$ cat src/rtl/fp64_pkg.sv
// Shared widths, special-case classes and stage bundles
// for the pipelined double-precision subtractor.
package fp64_pkg;

  localparam int EXP_W = 11;
  localparam int MAN_W = 52;
  localparam int SIG_W = 53;

  localparam logic [63:0] FP64_SAT  = 64'h7FFF_FFFF_FFFF_FFFF;
  localparam logic [63:0] FP64_ZERO = 64'h0;

  typedef enum logic [2:0] {
    NORMAL,
    SAT,
    ZERO,
    PASS_A,
    PASS_NB
  } cls_t;

  typedef struct packed {
    cls_t             cls;
    logic             sx;
    logic [EXP_W-1:0] ex;
    logic             sub;
    logic [SIG_W-1:0] mx;
    logic [SIG_W-1:0] my;
  } align_t;

  typedef struct packed {
    cls_t             cls;
    logic             sx;
    logic [EXP_W-1:0] ex;
    logic [MAN_W-1:0] man;
    logic [SIG_W:0]   sum;
  } add_t;

endpackage

$ cat src/rtl/lzc53.sv
// Leading-zero counter over 53 bits; all-zero input
// reports 53.
module lzc53 (
  input  logic [52:0] x,
  output logic [5:0]  cnt
);

  always_comb begin
    cnt = 6'd53;
    for (int i = 0; i < 53; i++)
      if (x[i]) cnt = 6'(52 - i);
  end

endmodule

$ cat src/rtl/fp64_sub_pipe.sv
// Three-stage truncating double subtractor a - b with a
// valid/ready handshake and one shared stall enable.
module fp64_sub_pipe
  import fp64_pkg::*;
#(
  parameter int STAGES = 3
) (
  input  logic        clk,
  input  logic        rst,
  input  logic        in_valid,
  output logic        in_ready,
  input  logic [63:0] a,
  input  logic [63:0] b,
  output logic        out_valid,
  input  logic        out_ready,
  output logic [63:0] result
);

  logic [STAGES-1:0] v;
  logic              en;
  align_t            s1_d, s1_q;
  add_t              s2_d, s2_q;
  logic [63:0]       res, r3;

  assign en        = !(v[STAGES-1] && !out_ready);
  assign in_ready  = en;
  assign out_valid = v[STAGES-1];
  assign result    = r3;

  logic [63:0] nb, x, y;
  logic        swap;
  logic [11:0] d;
  logic [52:0] mys;

  assign nb   = {~b[63], b[62:0]};
  assign swap = nb[62:0] > a[62:0];
  assign x    = swap ? nb : a;
  assign y    = swap ? a : nb;
  assign d    = {1'b0, x[62:52]} - {1'b0, y[62:52]};

  always_comb begin
    mys = {|y[62:52], y[51:0]};
    if (d >= 12'd64) mys = '0;
    else             mys = mys >> d;
  end

  always_comb begin
    s1_d     = '0;
    s1_d.sx  = x[63];
    s1_d.ex  = x[62:52];
    s1_d.sub = x[63] ^ y[63];
    s1_d.mx  = {|x[62:52], x[51:0]};
    s1_d.my  = mys;
    // Priority matters: NaN/Inf inputs beat zero pass-through
    if (&a[62:52] || &b[62:52])
      s1_d.cls = SAT;
    else if (a[62:0] == '0 && b[62:0] == '0)
      s1_d.cls = ZERO;
    else if (a[62:0] == '0)
      s1_d.cls = PASS_NB;
    else if (b[62:0] == '0)
      s1_d.cls = PASS_A;
    else
      s1_d.cls = NORMAL;
  end

  always_comb begin
    s2_d     = '0;
    s2_d.cls = s1_q.cls;
    s2_d.sx  = s1_q.sx;
    s2_d.ex  = s1_q.ex;
    s2_d.man = s1_q.mx[51:0];
    if (s1_q.sub)
      s2_d.sum = {1'b0, s1_q.mx} - {1'b0, s1_q.my};
    else
      s2_d.sum = {1'b0, s1_q.mx} + {1'b0, s1_q.my};
  end

  logic [5:0]  lz;
  logic [11:0] e_n;
  logic [51:0] m_n;
  logic        uf;

  lzc53 u_lzc (
    .x   (s2_q.sum[52:0]),
    .cnt (lz)
  );

  always_comb begin
    e_n = {1'b0, s2_q.ex};
    m_n = s2_q.sum[51:0];
    uf  = 1'b0;
    if (s2_q.sum[53]) begin
      e_n = {1'b0, s2_q.ex} + 12'd1;
      m_n = s2_q.sum[52:1];
    end else if (!s2_q.sum[52]) begin
      // bit 52 is clear here, so the leading one falls off the top
      m_n = s2_q.sum[51:0] << lz;
      e_n = {1'b0, s2_q.ex} - {6'b0, lz};
      uf  = {6'b0, lz} >= {1'b0, s2_q.ex};
    end
  end

  always_comb begin
    res = FP64_ZERO;
    unique case (s2_q.cls)
      SAT:     res = FP64_SAT;
      ZERO:    res = FP64_ZERO;
      PASS_A,
      PASS_NB: res = {s2_q.sx, s2_q.ex, s2_q.man};
      NORMAL: begin
        if (s2_q.sum == '0)
          res = FP64_ZERO;
        else if (e_n == 12'h7FF)
          res = FP64_SAT;
        else if (uf)
          res = {s2_q.sx, 63'b0};
        else
          res = {s2_q.sx, e_n[10:0], m_n};
      end
      default: res = FP64_ZERO;
    endcase
  end

  always_ff @(posedge clk) begin
    if (rst) begin
      v    <= '0;
      s1_q <= '0;
      s2_q <= '0;
      r3   <= '0;
    end else if (en) begin
      v    <= {v[STAGES-2:0], in_valid};
      s1_q <= s1_d;
      s2_q <= s2_d;
      r3   <= res;
    end
  end

endmodule

$ cat config.mk
export PLATFORM = sky130hd
export DESIGN_NAME = fp64_sub_pipe
export DESIGN_NICKNAME = d
export VERILOG_FILES = /design/src/rtl/fp64_pkg.sv /design/src/rtl/lzc53.sv /design/src/rtl/fp64_sub_pipe.sv
export SDC_FILE = /design/constraint.sdc
export NUM_CORES = 2
export LEC_CHECK = 0
export CAP_MARGIN = 20
export CORE_MARGIN = 2
export CORE_UTILIZATION = 30
export CTS_CLUSTER_DIAMETER = 30
export DETAILED_ROUTE_END_ITERATION = 8
export DONT_BUFFER_PORTS = 1
export GPL_ROUTABILITY_DRIVEN = 1
export GPL_TIMING_DRIVEN = 0
export MAX_ROUTING_LAYER = met4
export SYNTH_ARGS = -nofsm -noshare
export SYNTH_HDL_FRONTEND = slang
export SYNTH_SLANG_ARGS = --single-unit
$ cat constraint.sdc
create_clock -name clk -period 10 [get_ports clk]
set_input_delay 1 -clock clk [delete_from_list [all_inputs] [get_ports clk]]
set_output_delay 1 -clock clk [all_outputs]
set_load 0.01 [all_outputs]
# Yosys cells after proc, flatten, opt, wreduce, memory -nomap -nowiden

Index checks and enable logic that the tools add are counted.

Memory bits (writable): 0
Output and inout bits: 66
Bits in latches: 0
Input port bits: 132
Memories: 0
Flip-flop bits (word level): 310
Memory bits (read-only): 0
Logic and storage cells: 114

Add/subtract/negate cells: 5
Equality and inequality tests: 4
Magnitude comparators: 3
Reductions and logical operators: 14
Div/mod/pow operators: 0
Mux-type cells: 71
Bitwise operators: 2
Multipliers: 0
Shift operators: 2

Operators with widths:

| kind                    | count |
|---|---|
| $mux W64                | 4 |
| $mux W6                 | 32 |
| $pmux W64 S3            | 1 |
| $logic_not A63 Y1       | 2 |
| $mux W52                | 2 |
| $mux W5                 | 16 |
| $gt A63 B63 Y1          | 1 |
| $mux W63                | 1 |
| $add A53 B53 Y54        | 1 |
| $logic_not A54 Y1       | 1 |
| $mux W54                | 1 |
| $sub A53 B53 Y54        | 1 |
| $mux W53                | 1 |
| $shr A53 B12 Y53        | 1 |
| $shl A52 B6 Y52         | 1 |
| $mux W12                | 2 |
| $reduce_and A11 Y1      | 2 |
| $reduce_or A11 Y1       | 2 |
| $mux W3                 | 7 |
| $add A11 B1 Y12 const B | 1 |
| $eq A12 B11 Y1 const B  | 1 |
| $ge A12 B7 Y1 const B   | 1 |
| $sub A11 B11 Y12        | 1 |
| $sub A11 B6 Y12         | 1 |
| 13 further kinds        | 17 |

# Logic depth before layout (Yosys ltp)

Depth in word-level cells: 60
Depth in mapped cells: 31
Gate-level depth less buffers: 25

# By module

From an unflattened synthesis, not the netlist that was laid out.

Cells, all modules: 3853
Area, all modules: 27512.6 um^2

Modules (own cells, without submodules):

| module        | area an instance (um^2) | sequential area each (um^2) | instances | cells each |
|---|---|---|---|---|
| fp64_sub_pipe | 26869.5                 | 6206.0                      | 1         | 3739 |
| lzc53         | 643.1                   | 0.0                         | 1         | 114 |

# Least setup slack after synthesis

No wires, ideal clock.

Path kind: register -> register
From: reg s2_q[1] (netlist bit)
To: reg r3[3] (netlist: result[3])
Stages on the path, launching flop included: 31
Path slack: 3.747 ns
Arrival: 6.175 ns
Period minus slack after synthesis: 6.253 ns
Path through: dfxtp_1 > clkbuf_1 > nor2b_1 > o21bai_1 > a21oi_1 > o21bai_1 > a211oi_1 > o31a_1 > o21ai_0 > o21ai_1 > inv_1 > clkbuf_1 > buf_1 > clkbuf_1 > buf_1 > ha_1 > inv_1 > fa_1 > a21o_1 > a21oi_1 > xnor2_1 > o211a_1 > a21oi_1 > or4b_2 > nor3_1 > nand4_1 > o21ai_0 > clkbuf_1 > a221o_1 > a21oi_1 > nor3_1

Longest elaborated chain between the ends: 59
Elaborated cells between the ends (all ways): 67
Classes of those cells: 1 x add/sub; 1 x order compare; 1 x eq/ne; 1 x shift; 62 x mux; 1 x reduce/logical

Ends and longest elaborated chain:

| element                                           | line                                       | RTL |
|---|---|---|
| start: declaration                                | fp64_sub_pipe.sv:22                        | `add_t s2_d, s2_q;` |
| start signal: assignment                          | fp64_sub_pipe.sv:129                       | `s2_q <= '0;` |
| start signal: assignment                          | fp64_sub_pipe.sv:134                       | `s2_q <= s2_d;` |
| $mux W3 (4 in series)                             | lzc53.sv:11                                | `if (x[i]) cnt = 6'(52 - i);` |
| $mux W5 (16 in series)                            | lzc53.sv:11                                |  |
| $mux W6 (32 in series)                            | lzc53.sv:11                                |  |
| $sub A11 B6 Y12, or another cell as far along     | fp64_sub_pipe.sv:99                        | `e_n = {1'b0, s2_q.ex} - {6'b0, lz};` |
| $mux W12, or another cell as far along            | fp64_sub_pipe.sv:96                        | `end else if (!s2_q.sum[52]) begin` |
| $mux W12, or another cell as far along            | fp64_sub_pipe.sv:93                        | `if (s2_q.sum[53]) begin` |
| $eq A12 B11 Y1 / $mux W63 (equally long branches) | fp64_sub_pipe.sv:114, fp64_sub_pipe.sv:116 |  |
| $mux W64                                          | fp64_sub_pipe.sv:114                       | `else if (e_n == 12'h7FF)` |
| $mux W64 *                                        | fp64_sub_pipe.sv:112                       | `if (s2_q.sum == '0)` |
| $pmux W64 S3 *                                    | fp64_sub_pipe.sv:106                       | `unique case (s2_q.cls)` |
| end signal: assignment                            | fp64_sub_pipe.sv:135                       | `r3 <= res;` |
| end: declaration                                  | fp64_sub_pipe.sv:23                        | `logic [63:0] res, r3;` |

Every way passes the cells marked *; elsewhere a longest branch is shown, timed or not.
A chain may end at the register's enable or synchronous reset.

# Worst setup path after layout

From: reg s2_q[1] (netlist bit)
To: reg r3[6] (netlist: result[6])

Same word-level chain as after synthesis.

==> results.py <==
metrics = {
    "placed_design": {
        "placed_area_um2": 29820,
        "dp_hpwl_um": 132200,
        "dp_slack_ns": -0.6919,
        "dp_cells": 5108,
        "portBuffers": 0,
        "routabilityCongestion": 1.053,
    },
    "drt": {
        "final_antenna_net_count": 0,
        "dr.pass1.iters": 6,
        "post-route-drc-count": 0,
        "routed_via_density": 6.189,
        "vias": 32542,
        "wl_per_cell_um": 31.34,
        "drt_wl_total_um": 164800,
        "drt-initial-drc-count": 3571,
    },
    "cells_and_area": {
        "final_cells": 5258,
        "drive_gt1_share_pct": 8.771,
        "n_fill_cell": 10200,
        "final_area_um2": 32720,
        "fin_nets": 4197,
        "finish.utilization_pct": 35.17,
        "area_growth_pct": 16.43,
    },
    "clock_tree": {
        "cts_max_level": 3,
        "cts_sinks": 310,
        "clkLatencyLatePin_ns": 0.65,
        "numCtsBuffers": 79,
        "clockBufferDepth": 3,
        "root_buffer": "clkbuf_16",
        "cts_tree": "yes",
        "clkSlewWorstSetupHoldPaths_ns": 0.05,
        "post_cts_buffers": 0,
    },
    "synth": {
        "ys_seq_area_share_pct": 22.08,
        "syn_inst": 3842,
        "ys_seq_elements": 310,
        "syn_area_um2": 28100,
        "ys_types": 86,
        "avgSynthCellArea_um2": 7.315,
        "synthArstFlopShare_pct": 0,
        "syn-num-nets": 4102,
        "synth_edf_count": 0,
        "yosysWarnings": 0,
        "synth_top_flop_cell": "dfxtp_1",
    },
    "pwr": {
        "p_sw_share_pct": 51.23,
        "vdd_ir_drop_max_v": 0.0001504,
        "comb_power_share_pct": 56.8,
        "p_leak_nw": 12.69,
        "finalPower_mw": 10.46,
        "seq_power_share_pct": 17.0,
        "p_int_mw": 5.100,
        "switchingPower_mw": 5.358,
        "pwr_density_cell_nw_per_um2": 319.6,
        "clkPwrFrac_pct": 26.2,
    },
    "timing": {
        "setup_viol": 0,
        "final.setup.tns_ns": 0,
        "min_period_over_period_pct": 97.77,
        "fin_crit_ns": 9.777,
        "whs_ns": 0.4513,
        "drv_slew": 0,
        "tightest_slew_ns": 1.352,
        "grt_setup_unrepaired": "no",
        "fin_ws_ns": 0.2230,
        "fin_skew_ns": 0.03850,
        "relSlewSlack_pct": 9.841,
        "timing.fmax_mhz": 102.3,
        "hold_violations": 0,
    },
    "min_path": {
        "hold_path.class": "flip-flop to flip-flop",
    },
    "setup_path": {
        "crit_fanout": 11,
        "critPathLaunchType": "flip-flop",
        "critPathKind": "flip-flop to flip-flop",
        "end_kind": "flip-flop",
        "required_ns": 10.55,
        "critical_path_arrival_ns": 10.33,
    },
    "die": {
        "dieWidth_um": 310.1,
        "initial_core_util_pct": 30.20,
        "die_h_um": 310.1,
        "dieArea_um2": 96150,
        "io_pins": 198,
        "std_cell_rows": 112,
        "core_um2": 93050,
    },
    "global_route": {
        "grt_pass1_vias": 31475,
        "antenna_found_initial": 1,
        "grt_pass1_wl_um": 231700,
        "track_usage_pct": 34.43,
        "grt-ovfl-total": 0,
        "grt_start_max_net_pins": 12,
    },
    "outcome": {
        "status": "completed",
    },
    "flow_run": {
        "cap_violations": 0,
    },
}
==> path summary, 6_finish.rpt <==
path	start	end	slack, ns	depth (start not counted)
max	s2_q[1]	result[6]	0.22	26
min	v[0]	v[0]	0.45	2
max reg2reg	s2_q[1]	result[6]	0.22	26
min reg2reg	v[0]	v[0]	0.45	2
==> cell type report <==
type / count / area (um^2) / share of cell area, %
clock buffer: 90 / 2079 / 6.355
multi-input combinational: 3095 / 20250 / 61.87
timing repair buffer: 14 / 142.6 / 0.4359
antenna: 2 / 5.005 / 0.01529
tap: 1254 / 1569 / 4.795
inverter: 130 / 488.0 / 1.491
sequential: 310 / 6206 / 18.97
buffer: 307 / 1217 / 3.720
clock inverter: 56 / 769.5 / 2.352
==> routing by layer <==
layer	vias to the layer above	part of all wire (%)	routed length (um)	GRT usage, %
li1	14452	-	-	-
met1	15613	37	61370	38.62
met2	1918	45	74420	54.37
met3	559	9.5	15590	8.078
met4	0	8.1	13390	23.53
met5	-	0	0	-
==> synth_stat cells (26+ instances only) <==
master | count | area [um^2]
o31ai_1 | 31 | 232.7
a21o_1 | 54 | 405.4
nand2_1 | 564 | 2117
buf_2 | 26 | 130.1
a211oi_1 | 97 | 728.2
nor4_1 | 57 | 356.6
clkbuf_1 | 248 | 930.9
ha_1 | 126 | 1577
nor2_1 | 334 | 1254
o21ai_0 | 177 | 885.9
nand3_1 | 100 | 500.5
or3_1 | 30 | 187.7
inv_1 | 123 | 461.7
mux2_2 | 50 | 563.0
a311oi_1 | 69 | 604.3
a21oi_1 | 460 | 2302
buf_1 | 29 | 108.9
and3_1 | 34 | 212.7
nand4_1 | 27 | 168.9
a221oi_1 | 29 | 254.0
a31oi_1 | 36 | 225.2
mux2i_1 | 134 | 1341
nor3_1 | 107 | 535.5
mux4_2 | 69 | 1554
dfxtp_1 | 310 | 6206
o211ai_1 | 44 | 330.3
xnor2_1 | 88 | 770.7
==> state kept, by name (all words and copies together) (netlist names) <==
name,count
s1_q,122
s2_q,121
result,64
v,3
==> cells in the final DEF (no fill, tap or decap), types with 105 or more instances in the layout <==
| cell type | count |
|---|---|
| nand2_1 | 564 |
| a21oi_1 | 459 |
| nor2_1 | 333 |
| dfxtp_1 | 310 |
| clkbuf_1 | 252 |
| o21ai_0 | 176 |
| mux2i_1 | 134 |
| ha_1 | 126 |
| inv_1 | 123 |
| nor3_1 | 105 |
==> power groups by stage <==
stage / logic (mW) / registers (mW) / clock network, mW
finish: 5.94 / 1.78 / 2.74
global route: 6.14 / 1.78 / 2.81
CTS: 5.67 / 1.76 / 2.74
detailed placement: 5.63 / 1.78 / 0
global placement: 5.75 / 1.78 / 0
floorplan: 3.47 / 1.59 / 0
==> cell families after synthesis <==
logic type | synth area share, %
and+or+nand+nor | 22.23
DFF | 22.08
AOI/OAI and AO/OA | 28.26
adders and majority gates | 5.752
muxes | 12.35
xor gates and xnor gates | 3.330
buffers and inverters | 6.006
==> critical path, cell delays in order, from the launching register on <==
cell and delay (ns):
dfxtp_1 0.30, clkbuf_1 0.65, nor2_1 0.11, o31ai_1 0.24
a211oi_1 0.12, o311a_1 0.33, o21ai_0 0.86, a31oi_1 0.40
o21a_1 0.47, nor2_2 0.63, inv_2 0.31, buf_1 0.52
clkbuf_1 0.52, fa_1 0.57, a21o_1 0.20, a21oi_1 0.24
xnor2_1 0.11, o211a_1 0.21, a21oi_1 0.17, or4b_2 0.62
nor3_1 0.18, nand4_1 0.33, o21ai_0 0.48, clkbuf_1 0.60
a21oi_1 0.17, a21o_1 0.20, a21oi_1 0.13
==> timing repair <==
action                                  4_1_cts  5_1_grt
resized for setup                             5        6
endpoints found under the setup margin       59       43
hold buffers                                  0        0
pin swaps                                     0        0
Power figures use the tool's default switching activity.
